[src/rtl/rm_index_gen_pkg.sv]
// Shared types and default sizing for the random-modulo set index generator.
// The optional randomized placement is enabled by defining RANDOM_MODULO_EN.
package rm_index_gen_pkg;

    localparam int unsigned RM_NUM_THREADS   = 4;
    localparam int unsigned RM_SET_IDX_WIDTH = 6;
    localparam int unsigned RM_TAG_WIDTH     = 20;
    localparam int unsigned RM_RAND_WIDTH    = 16;
    localparam int unsigned RM_THREAD_W      = $clog2(RM_NUM_THREADS);

    // Hardware thread index, shared with the rest of the L1 pipeline.
    typedef logic [RM_THREAD_W-1:0] rm_thread_t;

    // Placement seed; same width as the PRNG output it is sampled from.
    typedef logic [RM_RAND_WIDTH-1:0] rm_seed_t;

    // Reseed sequencing: wait for the cache flush before changing placement.
    typedef enum logic [1:0] {
        RM_IDLE  = 2'd0,
        RM_FLUSH = 2'd1,
        RM_LATCH = 2'd2
    } rm_state_t;

endpackage

[src/rtl/rm_permute.sv]
// Combinational random-modulo permutation of a set index.
// idx_set = rotate_left(set_raw ^ mix[R +: W], mix[R-1:0] % W), R = clog2(W).
// For a fixed mix this is a bijection on set_raw. Used by rm_index_gen when
// RANDOM_MODULO_EN is defined; tag-check paths can reuse it to recompute an index.
module rm_permute #(
    parameter int unsigned SET_IDX_WIDTH = 6,
    parameter int unsigned RAND_WIDTH    = 16
) (
    input  logic [SET_IDX_WIDTH-1:0] set_raw,
    input  logic [RAND_WIDTH-1:0]    mix,
    output logic [SET_IDX_WIDTH-1:0] idx_set
);

    localparam int unsigned R = $clog2(SET_IDX_WIDTH);
    // One extra bit so that a power-of-two width does not become a modulus of zero.
    localparam logic [R:0] SET_W_C = SET_IDX_WIDTH[R:0];

    logic [R:0]                 rot_wide_s;
    logic [R-1:0]               rot_s;
    logic [SET_IDX_WIDTH-1:0]   xmask_s;
    logic [SET_IDX_WIDTH-1:0]   pre_s;
    logic [2*SET_IDX_WIDTH-1:0] dbl_s;
    logic                       unused_s;

    // Derive rotation and xor mask from the mix, then rotate via a doubled vector.
    always_comb begin
        rot_wide_s = {1'b0, mix[R-1:0]} % SET_W_C;
        rot_s      = rot_wide_s[R-1:0];
        xmask_s    = mix[R +: SET_IDX_WIDTH];
        pre_s      = set_raw ^ xmask_s;
        dbl_s      = {pre_s, pre_s} << rot_s;
        idx_set    = dbl_s[2*SET_IDX_WIDTH-1 -: SET_IDX_WIDTH];
    end

    // Upper mix bits and the low half of the doubled vector are intentionally dropped.
    assign unused_s = ^{rot_wide_s, mix, dbl_s};

endmodule

[src/rtl/rm_index_gen.sv]
// Random-modulo set index generator: per-thread placement seeds, reseed
// sequencing through a cache flush handshake, and a registered index mapping.
// Macro RANDOM_MODULO_EN: defined -> seeded permutation with flush-guarded reseed;
// undefined -> idx_set = lookup_set (registered), reseed completes immediately.
module rm_index_gen
    import rm_index_gen_pkg::*;
#(
    parameter int unsigned NUM_THREADS   = RM_NUM_THREADS,
    parameter int unsigned SET_IDX_WIDTH = RM_SET_IDX_WIDTH,
    parameter int unsigned TAG_WIDTH     = RM_TAG_WIDTH,
    parameter int unsigned RAND_WIDTH    = RM_RAND_WIDTH
) (
    input  logic                           clk,
    input  logic                           reset,
    input  logic [RAND_WIDTH-1:0]          rand_i,
    input  logic                           reseed_req_valid,
    input  logic [$clog2(NUM_THREADS)-1:0] reseed_req_thread,
    output logic                           reseed_req_ready,
    output logic                           flush_req,
    input  logic                           flush_ack,
    input  logic                           lookup_valid,
    input  logic [$clog2(NUM_THREADS)-1:0] lookup_thread,
    input  logic [TAG_WIDTH-1:0]           lookup_tag,
    input  logic [SET_IDX_WIDTH-1:0]       lookup_set,
    output logic                           lookup_stall,
    output logic                           idx_valid,
    output logic [SET_IDX_WIDTH-1:0]       idx_set
);

    localparam int unsigned THREAD_W = $clog2(NUM_THREADS);

    logic                     lookup_ok_s;
    logic [SET_IDX_WIDTH-1:0] idx_next_s;
    logic                     idx_valid_r;
    logic [SET_IDX_WIDTH-1:0] idx_set_r;

`ifdef RANDOM_MODULO_EN
    rm_state_t                state_r;
    rm_state_t                state_s;
    logic [THREAD_W-1:0]      tgt_thread_r;
    logic [RAND_WIDTH-1:0]    seed_r [NUM_THREADS];
    logic [RAND_WIDTH-1:0]    mix_s;
    logic                     flush_req_r;
    logic                     hs_s;
    logic                     unused_s;

    assign reseed_req_ready = (state_r == RM_IDLE);
    assign lookup_stall     = (state_r != RM_IDLE);
    assign flush_req        = flush_req_r;
    assign hs_s             = reseed_req_valid & reseed_req_ready;
    assign lookup_ok_s      = lookup_valid & (state_r == RM_IDLE);
    assign mix_s            = lookup_tag[RAND_WIDTH-1:0] ^ seed_r[lookup_thread];
    // Tag bits above the seed width do not take part in the mix.
    assign unused_s         = ^lookup_tag;

    rm_permute #(
        .SET_IDX_WIDTH (SET_IDX_WIDTH),
        .RAND_WIDTH    (RAND_WIDTH)
    ) u_permute (
        .set_raw (lookup_set),
        .mix     (mix_s),
        .idx_set (idx_next_s)
    );

    // Reseed sequencer next state: flush must complete before the seed changes.
    always_comb begin
        state_s = state_r;
        case (state_r)
            RM_IDLE: begin
                if (hs_s) begin
                    state_s = RM_FLUSH;
                end else begin
                    state_s = RM_IDLE;
                end
            end
            RM_FLUSH: begin
                if (flush_ack) begin
                    state_s = RM_LATCH;
                end else begin
                    state_s = RM_FLUSH;
                end
            end
            RM_LATCH: state_s = RM_IDLE;
            default:  state_s = RM_IDLE;
        endcase
    end

    // State, flush request and latched target thread registers.
    always_ff @(posedge clk or negedge reset) begin
        if (!reset) begin
            state_r      <= RM_IDLE;
            flush_req_r  <= 1'b0;
            tgt_thread_r <= {THREAD_W{1'b0}};
        end else begin
            state_r     <= state_s;
            flush_req_r <= (state_s == RM_FLUSH);
            if (hs_s) begin
                tgt_thread_r <= reseed_req_thread;
            end
        end
    end

    // Seed bank: the target thread samples the PRNG once the flush is done.
    always_ff @(posedge clk or negedge reset) begin
        if (!reset) begin
            for (int i = 0; i < int'(NUM_THREADS); i++) begin
                seed_r[i] <= {RAND_WIDTH{1'b0}};
            end
        end else if (state_r == RM_LATCH) begin
            seed_r[tgt_thread_r] <= rand_i;
        end
    end
`else
    logic unused_s;

    assign reseed_req_ready = 1'b1;
    assign flush_req        = 1'b0;
    assign lookup_stall     = 1'b0;
    assign lookup_ok_s      = lookup_valid;
    assign idx_next_s       = lookup_set;
    // Placement is fixed, so the PRNG, flush and thread/tag inputs have no effect.
    assign unused_s = ^{rand_i, flush_ack, reseed_req_valid, reseed_req_thread,
                        lookup_thread, lookup_tag};
`endif

    // Registered lookup result; the index holds when no lookup is accepted.
    always_ff @(posedge clk or negedge reset) begin
        if (!reset) begin
            idx_valid_r <= 1'b0;
            idx_set_r   <= {SET_IDX_WIDTH{1'b0}};
        end else begin
            idx_valid_r <= lookup_ok_s;
            if (lookup_ok_s) begin
                idx_set_r <= idx_next_s;
            end
        end
    end

    assign idx_valid = idx_valid_r;
    assign idx_set   = idx_set_r;

endmodule

[config.mk]
export PLATFORM = sky130hd
export DESIGN_NAME = rm_index_gen
export DESIGN_NICKNAME = d
export VERILOG_FILES = /design/src/rtl/rm_index_gen_pkg.sv /design/src/rtl/rm_permute.sv /design/src/rtl/rm_index_gen.sv
export SDC_FILE = /design/constraint.sdc
export NUM_CORES = 1
export LEC_CHECK = 0
export ABC_CLOCK_PERIOD_IN_PS = 800
export CAP_MARGIN = 10
export CELL_PAD_IN_SITES_DETAIL_PLACEMENT = 1
export CELL_PAD_IN_SITES_GLOBAL_PLACEMENT = 1
export CORE_ASPECT_RATIO = 1.2
export CORE_MARGIN = 3
export CORE_UTILIZATION = 10
export CTS_CLUSTER_SIZE = 20
export DETAILED_ROUTE_END_ITERATION = 8
export MAX_ROUTING_LAYER = met4
export PLACE_DENSITY = 0.78
export SLEW_MARGIN = 30
export SYNTH_ARGS = -nofsm -noshare
export SYNTH_HDL_FRONTEND = slang
export SYNTH_HIERARCHICAL = 1
export SYNTH_SLANG_ARGS = --single-unit
[constraint.sdc]
create_clock -name clk -period 0.8 [get_ports clk]
set_clock_uncertainty 0.05 [all_clocks]
set_input_delay 0.12 -clock clk [delete_from_list [all_inputs] [get_ports clk]]
set_output_delay 0.12 -clock clk [all_outputs]
set_load 0.01 [all_outputs]
[Yosys cells after proc, flatten, opt, wreduce, memory -nomap -nowiden]
Cells that the tools add are included.
W data, S select, Z words.
Word-level totals
  input bits: 51
  bits in latches: 0
  memory bits (read-only): 0
  bits in writable memories: 0
  register bits: 7
  memories kept: 0
  output and inout bits: 10
Cells by class
  mux-type cells: 0
  multipliers: 0
  bitwise operators: 0
  order comparisons: 0
  shift-type cells: 0
  divide/modulo/power cells: 0
  equality and inequality tests: 0
  reductions and logical operators: 0
  $add $sub $neg: 0

[Longest topological paths before layout]
Gate-level depths: netlist of the first run.
  depth after elaboration: 0
  mapped depth: 2
  mapped depth without buffers: 1

[Worst setup path before layout of the first run]
OpenSTA, ideal clock, no wires.
  path type: register to register
  start point: register idx_set[0] (netlist name)
  end point: register idx_set_r[0] (netlist: idx_set[0])
  arrival: 0.654 ns
  buffers on the path: 0
  slack: -0.029 ns
  required time: 0.625 ns
  stages on the path, launching flop included: 2
  setup time: 0.125 ns
  path through: dfrtp_1 > mux2_4
RTL lines
  end signal: assignment: line rm_index_gen.sv:130  | idx_set_r <= {SET_IDX_WIDTH{1'b0}};
  end signal: assignment: line rm_index_gen.sv:134  | idx_set_r <= idx_next_s;
  end: declaration: line rm_index_gen.sv:35  | logic [SET_IDX_WIDTH-1:0] idx_set_r;

[Worst setup path in the final report of the first run]
  start point: register idx_set_r[5] (netlist: idx_set[5])
  end point: output idx_set[5]
RTL lines
  end: declaration: line rm_index_gen.sv:27  | output logic [SET_IDX_WIDTH-1:0] idx_set
No word-level cell between the ends.

==> out/qor.yml, run 1 <==
global_route:
  grt_pass1_vias: 241
  grt_max_degree: 8
  met2_usage: 0.07948
  grt-busiest-layer: "met2"
  grt_pass1_wl_mm: 1.193
  antenna_found_initial: 0
  grt_util_met1: 0.04065
  gr-total-overflow: 0
  met3_usage: 0.01163
  grt.total_usage: 0.04613
placed_design:
  port_buffers: 15
  dp_cells: 70
  dp_hpwl_um: 601.9
  place.gp.congestion: 0.5994
  place_ws_ps: -428.1
setup_path:
  path_cells: "buf_2"
  criticalPathCategory: "flip-flop to primary output"
  cp_top_family: "flip-flops"
  cp.required_ps: 630
  cp-start-kind: "flip-flop"
  critPathMaxStageDelay_ps: 380
  critPathSlowestCell: "dfrtp_1"
  crit_buf_inv: 1
  cp_max_fo: 2
  crit_path_end_kind: "primary output"
  arrival_ps: 780
cts:
  insertion_delay_ps: 250
  clock_sinks: 7
  cts_tree: "yes"
  hold_buffers: 0
  cts_root_buffer: "clkbuf_4"
  clk_pin_slew_ps: 50
  cts_max_path_buffers: 2
  post-cts-setup-buffers: 0
  cts_buffers: 3
  htree_levels: 1
synthesis:
  synth_compound_area_frac: 0
  synth_top_family_by_area: "multiplexers"
  synth-simple-area-share: 0
  yosysMostFrequentCell: "dfrtp_1"
  synth-main-ff-cell: "dfrtp_1"
  syn_area_um2: 306.5
  yosys.area.top_type: "dfrtp_1"
  synth-edff-count: 0
  synth_adder_area_share: 0
  synth-xor-area-share: 0
  ys_warn_count: 6
  synthMuxAreaShare: 0.2939
  yosysSeqAreaShare: 0.5714
  synth_top_area_frac: 0.5714
  synth.area.top_cells: "dfrtp_1 (57%), mux2_4 (29%), buf_4 (7.3%)"
  synthTopCellsByCount: "dfrtp_1 (7), mux2_4 (6), buf_4 (3)"
  syn_area_per_cell_um2: 16.13
  async_flop_share: 1.000
  ys_ff_latch: 7
  synth_cells: 19
  netlist-cell-type-count: 5
power_and_ir_drop:
  leakage_uw: 0.0002493
  p_sw_frac: 0.2329
  peakVddDrop_uv: 559.2
  seq_power_share: 0.437
  power_switching_uw: 217.3
  powerDensity_mw_per_mm2: 1779
  intPower_uw: 715.6
  clock_power_share: 0.340
  pwr-share-comb: 0.223
die:
  ios: 61
  design.core.area_mm2: 0.002864
  start_util: 0.1070
  die_h_um: 66.65
  die_w_um: 56.54
  die_area_mm2: 0.003768
  num_rows: 21
drt:
  routedWlPerCell_um: 9.527
  totalWireLength_um: 705
  post-route-drc-count: 0
  via_count: 208
  first_iter_violations: 5
  via_per_inst: 2.811
  dr.pass1.iters: 2
  postRouteAntennaNets: 0
final_layout:
  syn_to_final_growth_pct: 71.02
  finalNonFillerCells: 74
  final_nets: 92
  n_antenna_cell: 0
  postLayoutCoreUtil: 0.1830
  final_layout_size_suffix_gt1_frac: 0.5250
sta:
  rsz0062_at_grt: "yes"
  hold_viol: 0
  hold_slack_ps: 91.97
  fin_crit_ps: 949.8
  post-route-period-util: 1.187
  setup_viol: 13
  slew_viol_final: 0
  clock.fmax_mhz: 1053
  fin_ws_ps: -149.8
status:
  failed_checks: "negative setup slack"
  status: "finished, violations left"
run:
  maxCapViolations: 0
hold_path:
  hold_path.class: "input pin to async pin"
==> final timing paths <==
| kind | from | cells past startpoint | end | slack (ps) |
|---|---|---|---|---|
| setup / recovery | idx_set[5] | 1 | idx_set[5] | -150 |
| hold / removal | reset | 2 | idx_set[5] | 90 |
| setup reg to reg | idx_set[5] | 2 | idx_set[5] | -120 |
| hold reg to reg | idx_set[1] | 1 | idx_set[1] | 460 |
| max in group asynchronous | reset | 2 | idx_set[2] | 490 |
| min in group clk | lookup_valid | 2 | idx_valid | 230 |
==> cells in the final DEF (no fill, tap or decap) <==
cell type	synthesis	final
mux2_4	6	6
buf_6	1	6
conb_1	2	3
buf_4	3	1
clkbuf_4	0	3
dlygate4sd2_1	0	1
dfrtp_1	7	7
buf_2	0	5
clkbuf_1	0	1
clkdlybuf4s50_1	0	7
==> metal layers <==
layer	routed length, um	vias up
met5	0	-
met4	27	0
met3	46	4
met2	410	9
met1	221	100
li1	-	95
==> what timing repair did <==
item,4_1_cts,5_1_grt
setup endpoints to repair,13,13
pin swaps,0,0
cloned,0,0
resized for setup,32,3
==> power by group through the flow <==
| stage | clock network, uW | registers, uW | logic, uW |
|---|---|---|---|
| 6_report | 317 | 407 | 208 |
| 5_1_grt | 351 | 414 | 225 |
| 4_1_cts | 337 | 405 | 202 |
| 3_5_place_dp | 0 | 411 | 228 |
| 3_3_place_gp | 0 | 408 | 226 |
| 2_1_floorplan | 0 | 426 | 77.9 |
==> per-stage QoR <==
step	TNS (ps)	total power, uW	cell area (um^2)
2_1_floorplan	-175.8	503.8	310.3
3_3_place_gp	-4085	633.3	506.7
3_5_place_dp	-4261	639.0	506.7
4_1_cts	-1300	944.0	510.5
5_1_grt	-1647	990.2	524.3
6_report	-1198	932.9	524.3
==> registers in the layout (all words and copies together) (netlist names) <==
name       count
idx_valid      1
idx_set        6
==> cell type report <==
class,instances,area (um^2)
flip-flops and latches,7,175.2
well taps,34,42.54
repair buffers,20,178.9
fillers,321,2340
multi-input cells,9,101.3
clock buffers,4,26.28
==> logic make-up after synthesis <==
group	after synthesis
multiplexers	6
flip-flops	7
buffers and inverters	4
other	2
(Power assumes the default switching activity.)
==> inputs of run 2 (changes only) <==
CORE_MARGIN = unset   (was 3)
SLEW_MARGIN = 5   (was 30)
==> run 2 against run 1 <==
The flow still finishes with violations (negative setup slack). Non-clock buffer count increased by 3. Hold slack got worse by 16 ps. Sequential power barely moved. Critical path type unchanged. Via count grew 2.4%. First-iteration DRC count is 20% lower.
==> out/qor.yml, run 2 (same netlist as run 1, synthesis figures left out) <==
status:
  status: "finished, violations left"  # unchanged
  failed_checks: "negative setup slack"  # unchanged
drt:
  postRouteAntennaNets: 0  # unchanged
  post-route-drc-count: 0  # unchanged
  first_iter_violations: 4  # was 5
  dr.pass1.iters: 2  # unchanged
  totalWireLength_um: 784  # was 705 um
  via_per_inst: 2.766  # was 2.811
  routedWlPerCell_um: 10.18  # was 9.527 um
  via_count: 213  # was 208
sta:
  setup_viol: 13  # unchanged
  rsz0062_at_grt: "yes"  # unchanged
  post-route-period-util: 1.189  # was 1.187
  hold_viol: 0  # unchanged
  hold_slack_ps: 75.74  # was 91.97 ps
  fin_crit_ps: 951.3  # was 949.8 ps
  fin_ws_ps: -151.3  # was -149.8 ps
  final.setup.tns_ps: -1709  # was -1198 ps
  clock.fmax_mhz: 1051  # was 1053 MHz
  slew_viol_final: 0  # unchanged
setup_path:
  worst_r2r_endpoint: "idx_set[2]"  # was idx_set[5]
  path_cells: "buf_2"  # unchanged
  cp-start-kind: "flip-flop"  # unchanged
  cp.required_ps: 630  # about the same
  cp_max_fo: 2  # unchanged
  cp_top_family: "flip-flops"  # unchanged
  critPathMaxStageDelay_ps: 390  # was 380 ps
  r2r_setup_slack_ps: -150  # was -120 ps
  criticalPathCategory: "flip-flop to primary output"  # unchanged
  arrival_ps: 780  # about the same
  crit_buf_inv: 1  # unchanged
  crit_path_end_kind: "primary output"  # unchanged
  reg2reg_from: "idx_set[2]"  # was idx_set[5]
  critPathSlowestCell: "dfrtp_1"  # unchanged
  ff2ff_path_depth: 2  # unchanged
global_route:
  met2_usage: 0.09810  # was 0.07948
  grt_pass1_vias: 256  # was 241
  grt-busiest-layer: "met2"  # unchanged
  met3_usage: 0.01460  # was 0.01163
  antenna_found_initial: 0  # unchanged
  grt_max_degree: 8  # unchanged
  grt_util_met1: 0.05208  # was 0.04065
  grt_pass1_wl_mm: 1.262  # was 1.193 mm
  grt.total_usage: 0.05993  # was 0.04613
  gr-total-overflow: 0  # unchanged
die:
  start_util: 0.1070  # unchanged
  die_w_um: 52.54  # was 56.54 um
  num_rows: 21  # unchanged
  design.core.area_mm2: 0.002864  # unchanged
  ios: 61  # unchanged
  die_h_um: 62.65  # was 66.65 um
  die_area_mm2: 0.003292  # was 0.003768 mm^2
placed_design:
  dp_hpwl_um: 649.3  # was 601.9 um
  port_buffers: 15  # unchanged
  place.gp.congestion: 0.5703  # was 0.5994
  place_ws_ps: -432.9  # was -428.1 ps
cts:
  cts_buffers: 3  # unchanged
  post-cts-setup-buffers: 0  # unchanged
  cts_max_path_buffers: 2  # unchanged
  cts_tree: "yes"  # unchanged
  clk_pin_slew_ps: 50  # about the same
  clock_sinks: 7  # unchanged
  cts_root_buffer: "clkbuf_4"  # unchanged
  hold_buffers: 0  # unchanged
  htree_levels: 1  # unchanged
  insertion_delay_ps: 240  # was 250 ps
power_and_ir_drop:
  leakage_uw: 0.0002559  # was 0.0002493 uW
  p_total_uw: 939.4  # was 932.9 uW
  powerDensity_mw_per_mm2: 1796  # was 1779 mW/mm^2
  peakVddDrop_uv: 437.8  # was 559.2 uV
final_layout:
  n_antenna_cell: 0  # unchanged
  syn_to_final_growth_pct: 70.61  # was 71.02%
  final_cell_mix: "dfrtp_1 (7), clkdlybuf4s50_1 (7), buf_2 (7), buf_4 (7), mux2_4 (6)"  # was dfrtp_1 (7), clkdlybuf4s50_1 (7), mux2_4 (6), buf_6 (6), buf_2 (5)
  final_nets: 95  # was 92
  postLayoutCoreUtil: 0.1826  # was 0.1830
  final_layout_size_suffix_gt1_frac: 0.5581  # was 0.5250
  largest_reg_flops: 6  # unchanged
hold_path:
  hold_path.class: "input pin to async pin"  # unchanged
run:
  maxCapViolations: 0  # unchanged
## run 2: cell type report
cell class / count / area, um^2
clock buffers: 4 / 26.28
fillers: 321 / 2341
multi-input cells: 9 / 101.3
flip-flops and latches: 7 / 175.2
well taps: 34 / 42.54
repair buffers: 23 / 177.7
## run 2: report_power, final
part / total [uW] / leakage [uW] / switching (uW) / internal, uW
registers: 405 / 0.0000818 / 17.7 / 388
logic: 218 / 0.000159 / 76.2 / 142
clock network: 316 / 0.0000150 / 126 / 190
total: 939 / 0.000256 / 220 / 719
## run 2: worst max-delay path by stage
stage	startpoint	end	slack [ps]	depth (start not counted)
6_report	idx_set[2]	idx_set[2]	-150	1
5_1_grt	idx_set[0]	idx_set[0]	-180	1
4_1_cts	idx_set[2]	idx_set[2]	-170	1
3_5_place_dp	lookup_valid	idx_set[0]	-430	3
3_3_place_gp	lookup_valid	idx_set[4]	-420	3
2_1_floorplan	idx_set[0]	idx_set[0]	-30	1
## run 2: repair_timing
action / in CTS / in global routing
pin swaps: 0 / 0
setup endpoints to repair: 13 / 13
gates resized for setup: 30 / 0
gates cloned: 0 / 0
## run 2: metrics by stage
| stage | cells | cell area [um^2] |
|---|---|---|
| after floorplan | 20 | 310.3 |
| after global placement | 73 | 529.3 |
| after detailed placement | 73 | 529.3 |
| after CTS | 77 | 523.0 |
| after global routing | 77 | 523.0 |
| final | 77 | 523.0 |
## run 2: routing by layer
metal	vias to the layer above	routed length [um]
li1	102	-
met4	0	6
met1	105	253
met2	4	499
met3	2	24
met5	-	0
==> inputs of run 3 (changes only) <==
PLACE_DENSITY = unset   (was 0.78)
PLACE_DENSITY_LB_ADDON = 0.1   (was unset)
==> run 3 against run 2 <==
The run still ends with negative setup slack left. Maximum frequency grew 0.99%. Critical path type unchanged. First-iteration DRC count is 75% lower. Flip-flop and latch count did not move. Clock-buffer cell count is the same. Global-route usage shrank 0.60 points. Largest cell class is now registers. Utilization is 0.74 points lower. Critical path depth unchanged.
==> out/qor.yml, run 3 (same netlist as run 1, synthesis figures left out) <==
status:
  status: "finished, violations left"  # unchanged
  failed_checks: "negative setup slack"  # unchanged
die:
  design.core.area_mm2: 0.002864  # unchanged
  num_rows: 21  # unchanged
  die_h_um: 62.65  # unchanged
  start_util: 0.1070  # unchanged
  die_area_mm2: 0.003292  # unchanged
  die_w_um: 52.54  # unchanged
  ios: 61  # unchanged
sta:
  setup_viol: 12  # was 13
  fin_crit_ps: 942.0  # was 951.3 ps
  rsz0062_at_grt: "yes"  # unchanged
  post-route-period-util: 1.177  # was 1.189
  hold_viol: 0  # unchanged
  fin_ws_ps: -142.0  # was -151.3 ps
  clock.fmax_mhz: 1062  # was 1051 MHz
  slew_viol_final: 0  # unchanged
setup_path:
  cp.required_ps: 630  # about the same
  path_cells: "buf_2"  # unchanged
  criticalPathCategory: "flip-flop to primary output"  # unchanged
  crit_buf_inv: 1  # unchanged
  reg2reg_from: "idx_set[1]"  # was idx_set[2]
  r2r_setup_slack_ps: -120  # was -150 ps
  cp_max_fo: 2  # unchanged
  critPathSlowestCell: "dfrtp_1"  # unchanged
  critPathMaxStageDelay_ps: 380  # was 390 ps
  arrival_ps: 770  # was 780 ps
  cp_top_family: "flip-flops"  # unchanged
  cp-start-kind: "flip-flop"  # unchanged
  path_depth: 1  # unchanged
  critPathLaunch: "idx_set[1]"  # was idx_set[2]
  crit_path_end_kind: "primary output"  # unchanged
  ff2ff_path_depth: 2  # unchanged
final_layout:
  final_layout_size_suffix_gt1_frac: 0.5000  # was 0.5581
  n_fill_cell: 331  # was 321
  syn_to_final_growth_pct: 63.67  # was 70.61%
  final_cell_mix: "dfrtp_1 (7), clkdlybuf4s50_1 (7), buf_2 (7)"  # was dfrtp_1 (7), clkdlybuf4s50_1 (7), buf_2 (7), buf_4 (7), mux2_4 (6)
  n_antenna_cell: 0  # unchanged
  final_nets: 90  # was 95
  largest_reg_flops: 6  # unchanged
placed_design:
  place_ws_ps: -454.8  # was -432.9 ps
  place.gp.congestion: 0.6012  # was 0.5703
  dp_hpwl_um: 546.3  # was 649.3 um
  port_buffers: 15  # unchanged
global_route:
  grt_pass1_vias: 224  # was 256
  grt_max_degree: 8  # unchanged
  grt_pass1_wl_mm: 1.152  # was 1.262 mm
  gr-total-overflow: 0  # unchanged
  grt.total_usage: 0.05393  # was 0.05993
  antenna_found_initial: 0  # unchanged
cts:
  insertion_delay_ps: 250  # was 240 ps
  cts_tree: "yes"  # unchanged
  cts_max_path_buffers: 2  # unchanged
  htree_levels: 1  # unchanged
  clk_pin_slew_ps: 50  # about the same
  cts_buffers: 3  # unchanged
  clock_sinks: 7  # unchanged
  cts_root_buffer: "clkbuf_4"  # unchanged
power_and_ir_drop:
  p_total_uw: 918.7  # was 939.4 uW
  peakVddDrop_uv: 720.2  # was 437.8 uV
  leakage_uw: 0.0002376  # was 0.0002559 uW
  powerDensity_mw_per_mm2: 1831  # was 1796 mW/mm^2
drt:
  first_iter_violations: 1  # was 4
  dr.pass1.iters: 2  # unchanged
  totalWireLength_um: 728  # was 784 um
  post-route-drc-count: 0  # unchanged
  postRouteAntennaNets: 0  # unchanged
  via_count: 206  # was 213
  routedWlPerCell_um: 10.11  # was 10.18 um
  via_per_inst: 2.861  # was 2.766
run:
  maxCapViolations: 0  # unchanged
hold_path:
  hold_path.class: "input pin to async pin"  # unchanged
==> run 3: changes by cell type in the layout (fill, tap and decap cells not counted) <==
cell	delta
buf_12	+1
buf_4	-7
buf_6	+1
==> run 3: path summary, 6_finish.rpt <==
| kind | endpoint |
|---|---|
| max in group asynchronous | idx_set[2] |
| setup / recovery | idx_set[1] |
| setup reg to reg | idx_set[1] |
| min in group clk | idx_valid |
| hold / removal | idx_set[3] |
| hold reg to reg | idx_set[2] |
==> run 3: timing repair <==
| item | in CTS | in global routing |
|---|---|---|
| gates cloned | 0 | 0 |
| gates resized for setup | 29 | 2 |
| buffers inserted | 2 | 0 |
| endpoints found under the setup margin | 13 | 13 |
| hold buffers | 0 | 0 |
==> run 3: final cells by class <==
cell class	instances	area, um^2	area share
repair buffers	18	156.4	0.3117
well taps	34	42.54	0.08479
multi-input cells	9	101.3	0.2020
clock buffers	4	26.28	0.05237
flip-flops and latches	7	175.2	0.3491
==> run 3: metal layers <==
layer  vias up  GRT usage  part of all wire
met5         -          -                 0
met1        98    0.05341              0.36
li1         94          -                 -
met3         0    0.04380              0.11
met2        14    0.08228              0.53
met4         0   0.009868                 0
==> run 3: power breakdown <==
group / internal [uW] / switching, uW
logic: 126 / 69.2
clock network: 190 / 129
registers: 388 / 17.1
total: 704 / 215
==> run 3: through the flow <==
stage               hold WS (ps)  setup TNS (ps)  cell area (um^2)  cells  utilization
detailed placement         375.8           -4386             489.2     66       0.1708
finish                     91.24           -1149             501.7     72       0.1752
global placement           362.7           -4351             489.2     66       0.1708
floorplan                 -225.6          -175.8             310.3     20            -
CTS                        97.85           -1284             494.2     72       0.1726
global route               103.1           -1599             501.7     72       0.1752
